`config.mk`:
```
export PLATFORM = sky130hd
export DESIGN_NAME = sr_command_generator_flat
export DESIGN_NICKNAME = d
export VERILOG_FILES = /design/src/rtl/sr_command_generator_pkg.sv /design/src/rtl/sr_command_generator_if.sv /design/src/rtl/sr_input_conditioner.sv /design/src/rtl/sr_command_generator.sv /design/src/flat_wrapper.sv
export SDC_FILE = /design/constraint.sdc
export NUM_CORES = 1
export LEC_CHECK = 0
export CAP_MARGIN = 20
export CORE_MARGIN = 4
export CORE_UTILIZATION = 47
export DETAILED_ROUTE_END_ITERATION = 8
export PLACE_DENSITY = 0.71
export SLEW_MARGIN = 20
export SYNTH_ARGS = -nofsm -noshare
export SYNTH_HDL_FRONTEND = slang
export SYNTH_SLANG_ARGS = --single-unit
```
`constraint.sdc`:
```
create_clock -name clock -period 2.6 [get_ports clock]
set_input_delay 0.52 -clock clock [delete_from_list [all_inputs] [get_ports clock]]
set_output_delay 0.52 -clock clock [all_outputs]
set_load 0.005 [all_outputs]
```
`src/rtl/sr_command_generator_pkg.sv`:
```
// Shared definitions for the SR command generator.
//   sr_state_e   : command FSM states (IDLE/SETUP/STROBE/HOLD)
//   CMD_SET/RESET: command encoding carried through a sequence
//   DROP_CNT_W   : width of the saturating dropped-event counter
package sr_cmd_pkg;

  localparam int DROP_CNT_W = 8;
  localparam logic [DROP_CNT_W-1:0] DROP_CNT_MAX = '1;

  typedef enum logic [1:0] {
    IDLE   = 2'd0,
    SETUP  = 2'd1,
    STROBE = 2'd2,
    HOLD   = 2'd3
  } sr_state_e;

  localparam logic CMD_SET   = 1'b1;
  localparam logic CMD_RESET = 1'b0;

endpackage

```
`src/rtl/sr_command_generator_if.sv`:
```
// Bundle of the request inputs and command/status outputs of
// sr_command_generator.
//   master : drives set_req/reset_req, observes everything else
//   slave  : the generator itself
// Signalling: there is no valid/ready handshake. set_req/reset_req are raw
// levels (a rising edge is a request); S/R are data that is only meaningful
// while e is high; e is a one-way strobe with no back-pressure.
// dbg_state exposes the FSM state for observation only.
interface sr_command_generator_if;
  import sr_cmd_pkg::*;

  logic                  set_req;
  logic                  reset_req;
  logic                  S;
  logic                  R;
  logic                  e;
  logic                  busy;
  logic                  conflict;
  logic [DROP_CNT_W-1:0] drop_cnt;
  logic                  expected_q;
  sr_state_e             dbg_state;

  modport master (
    output set_req, reset_req,
    input  S, R, e, busy, conflict, drop_cnt, expected_q, dbg_state
  );

  modport slave (
    input  set_req, reset_req,
    output S, R, e, busy, conflict, drop_cnt, expected_q, dbg_state
  );

endinterface

```
`src/rtl/sr_input_conditioner.sv`:
```
// Request input conditioner: 2-flop synchronizer, optional debounce,
// rising-edge detector producing a one-cycle event.
// Ports:
//   clock, reset_n : clock and asynchronous active-low reset
//   req_i          : raw asynchronous request level
//   evt_o          : one-cycle pulse on a rising edge of the conditioned level
// Build option SR_DEBOUNCE_EN: when defined, the conditioned level only
// follows the synchronized input after it has differed from the current
// level for DEBOUNCE_CYCLES consecutive cycles. When undefined the
// conditioned level is the synchronizer output and no counter exists.
module sr_input_conditioner #(
  parameter int DEBOUNCE_CYCLES = 16
) (
  input  logic clock,
  input  logic reset_n,
  input  logic req_i,
  output logic evt_o
);

  logic sync1_q;
  logic sync2_q;
  logic level;
  logic prev_q;

  always_ff @(posedge clock or negedge reset_n) begin
    if (!reset_n) begin
      sync1_q <= 1'b0;
      sync2_q <= 1'b0;
    end else begin
      sync1_q <= req_i;
      sync2_q <= sync1_q;
    end
  end

`ifdef SR_DEBOUNCE_EN
  localparam int CNT_W = $clog2(DEBOUNCE_CYCLES);
  localparam logic [CNT_W-1:0] CNT_LAST = CNT_W'(DEBOUNCE_CYCLES - 1);

  logic             cond_q, cond_d;
  logic [CNT_W-1:0] cnt_q, cnt_d;

  // cnt counts consecutive cycles of disagreement; any agreement (a bounce
  // back) restarts it.
  always_comb begin
    cond_d = cond_q;
    cnt_d  = '0;
    if (sync2_q != cond_q) begin
      if (cnt_q == CNT_LAST) begin
        cond_d = sync2_q;
      end else begin
        cnt_d = cnt_q + 1'b1;
      end
    end
  end

  always_ff @(posedge clock or negedge reset_n) begin
    if (!reset_n) begin
      cond_q <= 1'b0;
      cnt_q  <= '0;
    end else begin
      cond_q <= cond_d;
      cnt_q  <= cnt_d;
    end
  end

  assign level = cond_q;
`else
  assign level = sync2_q;
`endif

  // prev starts at 0, so a level already high at reset release is an edge.
  always_ff @(posedge clock or negedge reset_n) begin
    if (!reset_n) begin
      prev_q <= 1'b0;
    end else begin
      prev_q <= level;
    end
  end

  assign evt_o = level & ~prev_q;

endmodule

```
`src/rtl/sr_command_generator.sv`:
```
// SR command generator: turns set/reset request levels into timed
// S/R/e command sequences for a downstream gated SR flip-flop.
// Ports:
//   clock, reset_n : clock and asynchronous active-low reset
//   bus (slave)    : set_req/reset_req in; S, R, e, busy, conflict,
//                    drop_cnt, expected_q, dbg_state out
// Sequence: SETUP (1 cycle, S or R raised) -> STROBE (e high for
// PULSE_CYCLES) -> HOLD (1 cycle) -> IDLE. Events seen while a sequence is
// in flight go to a one-deep pending slot; a pending reset overrides a
// pending set, a set arriving while a reset is pending is discarded, and a
// repeat of the already-pending kind is counted in drop_cnt.
// Build option SR_DEBOUNCE_EN enables input debouncing (see
// sr_input_conditioner).
module sr_command_generator
  import sr_cmd_pkg::*;
#(
  parameter int DEBOUNCE_CYCLES = 16,
  parameter int PULSE_CYCLES    = 1
) (
  input logic                  clock,
  input logic                  reset_n,
  sr_command_generator_if.slave bus
);

  localparam logic [3:0] PULSE_LAST = 4'(PULSE_CYCLES - 1);

  logic set_evt;
  logic reset_evt;

  sr_input_conditioner #(.DEBOUNCE_CYCLES(DEBOUNCE_CYCLES)) u_set_cond (
    .clock   (clock),
    .reset_n (reset_n),
    .req_i   (bus.set_req),
    .evt_o   (set_evt)
  );

  sr_input_conditioner #(.DEBOUNCE_CYCLES(DEBOUNCE_CYCLES)) u_reset_cond (
    .clock   (clock),
    .reset_n (reset_n),
    .req_i   (bus.reset_req),
    .evt_o   (reset_evt)
  );

  sr_state_e             state_q, state_d;
  logic                  cmd_q, cmd_d;
  logic [3:0]            pulse_cnt_q, pulse_cnt_d;
  logic                  pend_set_q, pend_set_d;
  logic                  pend_rst_q, pend_rst_d;
  logic                  conflict_q, conflict_d;
  logic [DROP_CNT_W-1:0] drop_cnt_q, drop_cnt_d;
  logic                  expected_q_q, expected_q_d;
  logic                  s_q, s_d;
  logic                  r_q, r_d;
  logic                  e_q, e_d;

  // Slot contents that incoming events are merged against this cycle.
  logic slot_set;
  logic slot_rst;
  logic store;

  always_comb begin
    state_d      = state_q;
    cmd_d        = cmd_q;
    pulse_cnt_d  = pulse_cnt_q;
    pend_set_d   = pend_set_q;
    pend_rst_d   = pend_rst_q;
    conflict_d   = conflict_q | (set_evt & reset_evt);
    drop_cnt_d   = drop_cnt_q;
    expected_q_d = expected_q_q;
    slot_set     = pend_set_q;
    slot_rst     = pend_rst_q;
    store        = 1'b0;

    unique case (state_q)
      IDLE: begin
        if (pend_rst_q || pend_set_q) begin
          // Serve the pending command; the slot is then free for any event
          // arriving in this same cycle.
          state_d  = SETUP;
          cmd_d    = pend_rst_q ? CMD_RESET : CMD_SET;
          slot_set = 1'b0;
          slot_rst = 1'b0;
          store    = 1'b1;
        end else if (reset_evt) begin
          state_d = SETUP;
          cmd_d   = CMD_RESET;
        end else if (set_evt) begin
          state_d = SETUP;
          cmd_d   = CMD_SET;
        end
      end
      SETUP: begin
        state_d     = STROBE;
        pulse_cnt_d = '0;
        store       = 1'b1;
      end
      STROBE: begin
        if (pulse_cnt_q == PULSE_LAST) begin
          state_d = HOLD;
        end else begin
          pulse_cnt_d = pulse_cnt_q + 1'b1;
        end
        store = 1'b1;
      end
      HOLD: begin
        state_d      = IDLE;
        expected_q_d = (cmd_q == CMD_SET);
        store        = 1'b1;
      end
      default: state_d = IDLE;
    endcase

    if (store) begin
      pend_set_d = slot_set;
      pend_rst_d = slot_rst;
      // A simultaneous set is suppressed by the reset, like in IDLE.
      if (reset_evt) begin
        if (slot_rst) begin
          if (drop_cnt_q != DROP_CNT_MAX) drop_cnt_d = drop_cnt_q + 1'b1;
        end else begin
          pend_rst_d = 1'b1;
          pend_set_d = 1'b0;
        end
      end else if (set_evt) begin
        if (slot_set) begin
          if (drop_cnt_q != DROP_CNT_MAX) drop_cnt_d = drop_cnt_q + 1'b1;
        end else if (!slot_rst) begin
          pend_set_d = 1'b1;
        end
      end
    end

    // Outputs are registered copies of the next-state decode, so they change
    // together with the state register. cmd is single-valued, so S and R can
    // never both be high.
    s_d = (state_d != IDLE) && (cmd_d == CMD_SET);
    r_d = (state_d != IDLE) && (cmd_d == CMD_RESET);
    e_d = (state_d == STROBE);
  end

  always_ff @(posedge clock or negedge reset_n) begin
    if (!reset_n) begin
      state_q      <= IDLE;
      cmd_q        <= CMD_RESET;
      pulse_cnt_q  <= '0;
      pend_set_q   <= 1'b0;
      pend_rst_q   <= 1'b0;
      conflict_q   <= 1'b0;
      drop_cnt_q   <= '0;
      expected_q_q <= 1'b0;
      s_q          <= 1'b0;
      r_q          <= 1'b0;
      e_q          <= 1'b0;
    end else begin
      state_q      <= state_d;
      cmd_q        <= cmd_d;
      pulse_cnt_q  <= pulse_cnt_d;
      pend_set_q   <= pend_set_d;
      pend_rst_q   <= pend_rst_d;
      conflict_q   <= conflict_d;
      drop_cnt_q   <= drop_cnt_d;
      expected_q_q <= expected_q_d;
      s_q          <= s_d;
      r_q          <= r_d;
      e_q          <= e_d;
    end
  end

  assign bus.S          = s_q;
  assign bus.R          = r_q;
  assign bus.e          = e_q;
  assign bus.busy       = (state_q != IDLE);
  assign bus.conflict   = conflict_q;
  assign bus.drop_cnt   = drop_cnt_q;
  assign bus.expected_q = expected_q_q;
  assign bus.dbg_state  = state_q;

endmodule

```
`src/flat_wrapper.sv`:
```
// flat-port wrapper written by rule: the top's interface ports become plain ports
module sr_command_generator_flat import sr_cmd_pkg::*;
#(
  parameter int DEBOUNCE_CYCLES = 16,
  parameter int PULSE_CYCLES    = 1
)
  (clock, reset_n, bus_set_req, bus_reset_req, bus_S, bus_R, bus_e, bus_busy, bus_conflict, bus_drop_cnt, bus_expected_q, bus_dbg_state);
  sr_command_generator_if bus_i ();
  input logic clock;
  input logic reset_n;
  input wire logic [$bits(bus_i.set_req)-1:0] bus_set_req;
  input wire logic [$bits(bus_i.reset_req)-1:0] bus_reset_req;
  output wire logic [$bits(bus_i.S)-1:0] bus_S;
  output wire logic [$bits(bus_i.R)-1:0] bus_R;
  output wire logic [$bits(bus_i.e)-1:0] bus_e;
  output wire logic [$bits(bus_i.busy)-1:0] bus_busy;
  output wire logic [$bits(bus_i.conflict)-1:0] bus_conflict;
  output wire logic [$bits(bus_i.drop_cnt)-1:0] bus_drop_cnt;
  output wire logic [$bits(bus_i.expected_q)-1:0] bus_expected_q;
  output wire logic [$bits(bus_i.dbg_state)-1:0] bus_dbg_state;
  assign bus_i.set_req = bus_set_req;
  assign bus_i.reset_req = bus_reset_req;
  assign bus_S = bus_i.S;
  assign bus_R = bus_i.R;
  assign bus_e = bus_i.e;
  assign bus_busy = bus_i.busy;
  assign bus_conflict = bus_i.conflict;
  assign bus_drop_cnt = bus_i.drop_cnt;
  assign bus_expected_q = bus_i.expected_q;
  assign bus_dbg_state = bus_i.dbg_state;
  sr_command_generator #(.DEBOUNCE_CYCLES(DEBOUNCE_CYCLES), .PULSE_CYCLES(PULSE_CYCLES)) u_core (.clock(clock), .reset_n(reset_n), .bus(bus_i));
endmodule
```
# [Word level (Yosys, flattened, before mapping)]
# Index checks and enable logic that the tools add are counted.
[totals] reg_bits=28 in_bits=4
[op_classes] add_sub_neg=2 n_eq_ne=7 muxes=29 bitwise=7 reduce_logical=13
[op_table] op="$mux W8" n=5
[op_table] op="$mux W1" n=16
[op_table] op="$reduce_bool A2 Y1" n=5
[op_table] op="$add A8 B1 Y8 const B" n=1
[op_table] op="$mux W2" n=4
[op_table] op="$ne A8 B8 Y1 const B" n=1
[op_table] op="$pmux W2 S4" n=1
[op_table] op="$pmux W4 S2" n=1
[op_table] op="$eq A2 B2 Y1 const B" n=3
[op_table] op="$add A4 B1 Y4 const B" n=1
[op_table] op="$logic_not A4 Y1" n=1
[op_table] op="$mux W4" n=1
[op_table] op="$ne A2 B2 Y1 const B" n=2
[op_table] op="$reduce_and A4 Y1" n=1
[op_table] op="$and A1 B1 Y1" n=3
[op_table] op="$not A1 Y1" n=3
[op_table] op="$reduce_or A3 Y1" n=1
[op_table] op="$eq A2 B1 Y1 const B" n=1
[op_table] op="$logic_and A1 B1 Y1" n=2
[op_table] op="$logic_not A2 Y1" n=1
[op_table] op="$pmux W1 S2" n=1
[op_table] op="$reduce_and A2 Y1" n=1
[op_table] op="$logic_or A1 B1 Y1" n=1
[op_table] op="$or A1 B1 Y1" n=1

# [Logic depth before layout (Yosys ltp)]
[depth] ltp_word=8 ltp_mapped=6 mapped_depth_nobuf=6

# [Cells and area by module]
# From an unflattened synthesis, not the netlist that was laid out.
[unflattened] hier_cells=119 hier_area_um2=1373.8
[by_module_without_submodules] module="sr_command_generator" instances=1 cells_per_inst=111 area_per_inst_um2=1196.1 seq_area_each_um2=550.5
[by_module_without_submodules] module="sr_input_conditioner" instances=2 cells_per_inst=4 area_per_inst_um2=88.8 seq_area_each_um2=75.1

# [Worst setup path after synthesis]
# OpenSTA, ideal clock, no wires.
[synth_path] path_kind="register to register" startpoint="register u_core.state_q[0] (netlist: u_core.bus.dbg_state[0])" endpoint="register u_core.drop_cnt_q[1] (netlist: u_core.bus.drop_cnt[1])" setup_time_ns=0.125 t_arrival_ns=1.670 setup_slack_ns=0.805 path_stages_with_launch=7 path_buffers=0 period_less_slack_ns=1.795 cell_sequence="dfrtp_1 -> inv_1 -> ha_1 -> and4bb_2 -> o32ai_4 -> nor3_2 -> mux2_4"
[synth_via] elab_chain_len=4 elab_cells_between_ends=11 cone_classes="4 x eq/ne; 3 x mux; 4 x reduce/logical"
[synth_rtl] element="from (decl)" line_no="sr_command_generator.sv:44" rtl="sr_state_e state_q, state_d;"
[synth_rtl] element="from (signal assigned)" line_no="sr_command_generator.sv:155" rtl="state_q <= state_d;"
[synth_rtl] element="$eq A2 B1 Y1 (tied with other cells)" line_no="sr_command_generator.sv:74" rtl="unique case (state_q)"
[synth_rtl] element="$reduce_or A3 Y1 (no line) / $mux W1 (equally long branches)"
[synth_rtl] element="$pmux W1 S2 (tied with other cells)" line_no="sr_command_generator.sv:74"
[synth_rtl] element="$reduce_and A4 Y1 (no line) (*)"
[synth_rtl] element="to (signal assigned)" line_no="sr_command_generator.sv:161" rtl="drop_cnt_q <= drop_cnt_d;"
[synth_rtl] element="to (decl)" line_no="sr_command_generator.sv:50" rtl="logic [DROP_CNT_W-1:0] drop_cnt_q, drop_cnt_d;"
# Every way passes the cells marked *; elsewhere a longest branch is shown, timed or not.
# A chain may end at the register's enable or synchronous reset.

# [Worst setup path after layout]
[layout_path] startpoint="register u_core.state_q[0] (netlist: u_core.bus.dbg_state[0])" endpoint="output bus_busy"
[layout_via] elab_chain_len=1
[layout_rtl] element="$reduce_bool A2 Y1" line_no="sr_command_generator.sv:172" rtl="assign bus.busy = (state_q != IDLE);"
[layout_rtl] element="to (decl)" line_no="flat_wrapper.sv:16" rtl="output wire logic [$bits(bus_i.busy)-1:0] bus_busy;"
# Every way passes these cells.

==> flow_metrics.py <==
metrics = {
    "status": {
        "outcome": "complete, no violations",
    },
    "synth": {
        "yosysTopAreaCell": "dfrtp_1",
        "synth_edf_count": 0,
        "yosys-top-cells-area": "dfrtp_1, ha_1, xor2_1",
        "synth_common_cells": "dfrtp_1, ha_1, nand2_1, xor2_1",
        "synth-main-ff-cell": "dfrtp_1",
        "avgSynthCellArea_sq_um": 11.8,
        "yosysWarnings": 0,
        "syn-num-nets": 123,
        "ys_seq_area_frac": 0.533,
        "synth_seq_cells": 28,
        "syn_area_sq_um": 1310,
        "synth.most_common_cell": "dfrtp_1",
        "netlist_instances": 111,
        "postSynth.asyncResetShare": 1.00,
        "synth_top_area_share": 0.533,
        "ys_types": 34,
    },
    "cells_and_area": {
        "drive_gt1_frac": 0.111,
        "largest_reg_flops": 8,
        "n_antenna_cell": 0,
        "fin_nets": 148,
        "area_delta_synth_final_pct": 21.9,
        "fin_util": 0.624,
        "final.fill_count": 222,
    },
    "floorplan": {
        "die_h_um": 60.9,
        "die_area_sq_um": 3710,
        "num_rows": 18,
        "initial_core_util": 0.512,
        "io_pins": 20,
        "die_x_um": 60.9,
        "coreArea_sq_um": 2570,
    },
    "routing": {
        "vias": 881,
        "routed_wl_um": 2180,
        "vias_per_cell": 5.34,
        "first_pass_iters": 4,
        "drc": 0,
        "wl_per_cell_um": 13.2,
        "drtIter0Drc": 12,
        "antenna_left": 0,
    },
    "power": {
        "p_leak_uw": 0.000718,
        "ir_drop_uv": 598,
        "power_density_nw_per_um2": 966,
    },
    "hold_path": {
        "holdPathStages": 0,
        "min-delay-start": "u_core.u_set_cond.sync1_q",
        "hold_path_class": "register to register",
        "hold_end": "u_core.u_set_cond.level",
    },
    "timing": {
        "setup_viol_count_final": 0,
        "tightestPinTransition_ns": 0.513,
        "slew_viol_final": 0,
        "max_freq_mhz": 427,
        "fin_setup_tns_ns": 0,
        "slew_headroom": 0.657,
        "skew_ns": 0.0237,
        "post-route-period-util": 0.900,
        "report.final.hold_viol_count": 0,
        "rsz0062_at_grt": "false",
        "finalCriticalPeriod_ns": 2.34,
    },
    "cts": {
        "cts-buffers-inserted": 3,
        "cts_resized": 0,
        "cts_sinks": 28,
        "clkTransAtPathRegs_ns": 0.16,
        "ctsRootBufferMaster": "clkbuf_4",
        "cts_hold_buffers": 0,
        "clockBufferDepth": 2,
        "cts_tree": "built",
        "insertion_delay_ns": 0.33,
        "post_cts_buffers": 0,
        "htree_levels": 1,
    },
    "grt": {
        "grt_use_total": 0.141,
        "antenna_found_initial": 0,
        "grt_pass1_vias": 872,
        "grt_max_degree": 29,
        "grt_overflow": 0,
        "grt_pass1_wl_um": 3890,
    },
    "setup_path": {
        "r2r_end": "u_core.bus.drop_cnt[1]",
        "r2r_slack_ns": 0.65,
        "critPathArrivalTime_ns": 1.82,
        "worstPathRequired_ns": 2.08,
        "startpoint_type": "register",
        "reg2reg_depth": 6,
        "worstSetupEndpointType": "primary output",
        "crit_type": "register to primary output",
        "worstReg2RegStart": "u_core.bus.dbg_state[0]",
        "crit_path_max_fanout": 6,
    },
    "placement": {
        "hpwlAfterDp_um": 1660,
        "gp_congestion": 0.803,
        "io_buffers": 19,
    },
    "run": {
        "cap_violations": 0,
    },
}
==> final cells by class <==
cell class / instances / area (sq um) / share of cell area
inverter: 6 / 22.5 / 0.0141
clock inverter: 1 / 30.0 / 0.0187
clock buffer: 3 / 22.5 / 0.0141
timing repair buffer: 20 / 198 / 0.123
multi-input combinational: 77 / 591 / 0.369
sequential: 28 / 701 / 0.437
tap: 30 / 37.5 / 0.0234
==> how the worst max path moves through the flow <==
| stage | start | to | cells past startpoint |
|---|---|---|---|
| global placement | u_core.bus.dbg_state[0] | bus_busy | 4 |
| global route | u_core.bus.dbg_state[0] | bus_busy | 4 |
| finish | u_core.bus.dbg_state[0] | bus_busy | 4 |
| floorplan | u_core.bus.dbg_state[0] | u_core.bus.drop_cnt[1] | 6 |
| detailed placement | u_core.bus.dbg_state[0] | bus_busy | 4 |
| CTS | u_core.bus.dbg_state[0] | bus_busy | 4 |
==> layer usage <==
layer | global-route usage | wire length (um) | vias to the layer above
li1 | - | - | 442
met1 | 0.189 | 1090 | 420
met2 | 0.229 | 980 | 17
met3 | 0.0298 | 95 | 2
met4 | 0.0464 | 19 | 0
met5 | 0 | 0 | -
==> kinds of logic (layout without fill, tap and decap cells) <==
group | Yosys count | after routing | share of synthesized area
compound gates | 16 | 16 | 0.0962
fa+ha+maj | 8 | 8 | 0.0762
mux | 5 | 5 | 0.0438
simple gates | 41 | 41 | 0.187
flops | 28 | 28 | 0.533
xor+xnor | 7 | 7 | 0.0467
buf+inv | 6 | 30 | 0.0171
==> worst max-delay path, cell delays in order, from the launching register on <==
cell	delay [ns]
dfrtp_1	0.46
inv_1	0.11
ha_1	0.27
inv_1	0.15
clkdlybuf4s50_1	0.52
==> power by group <==
group	switching [uW]	internal [uW]
registers	96.5	537
logic	296	335
clock network	126	156
total	519	1030
==> through the flow <==
stage	hold slack, ns	instances	worst slack, ns	total power [uW]	instance area [sq um]
6_report	0.373	165	0.259	1550	1600
5_1_grt	0.379	165	0.0594	1690	1600
4_1_cts	0.377	165	0.242	1570	1600
3_5_place_dp	0.340	161	0.613	1280	1550
3_3_place_gp	0.335	161	0.678	1260	1550
2_1_floorplan	0.224	111	0.805	1010	1310
==> layout by cell type, fill, tap and decap left out, types with 3 or more instances in the layout <==
| cell | instances |
|---|---|
| a21oi_1 | 4 |
| clkbuf_4 | 3 |
| clkdlybuf4s50_1 | 19 |
| dfrtp_1 | 28 |
| ha_1 | 8 |
| inv_1 | 6 |
| nand2_1 | 7 |
| nand2b_1 | 3 |
| nand3_1 | 3 |
| nor2_1 | 6 |
| nor2b_1 | 3 |
| nor3_1 | 3 |
| nor4_1 | 3 |
| nor4b_1 | 4 |
| o21ai_0 | 3 |
| xor2_1 | 7 |
Note: power is estimated with default switching activity, not from simulation.
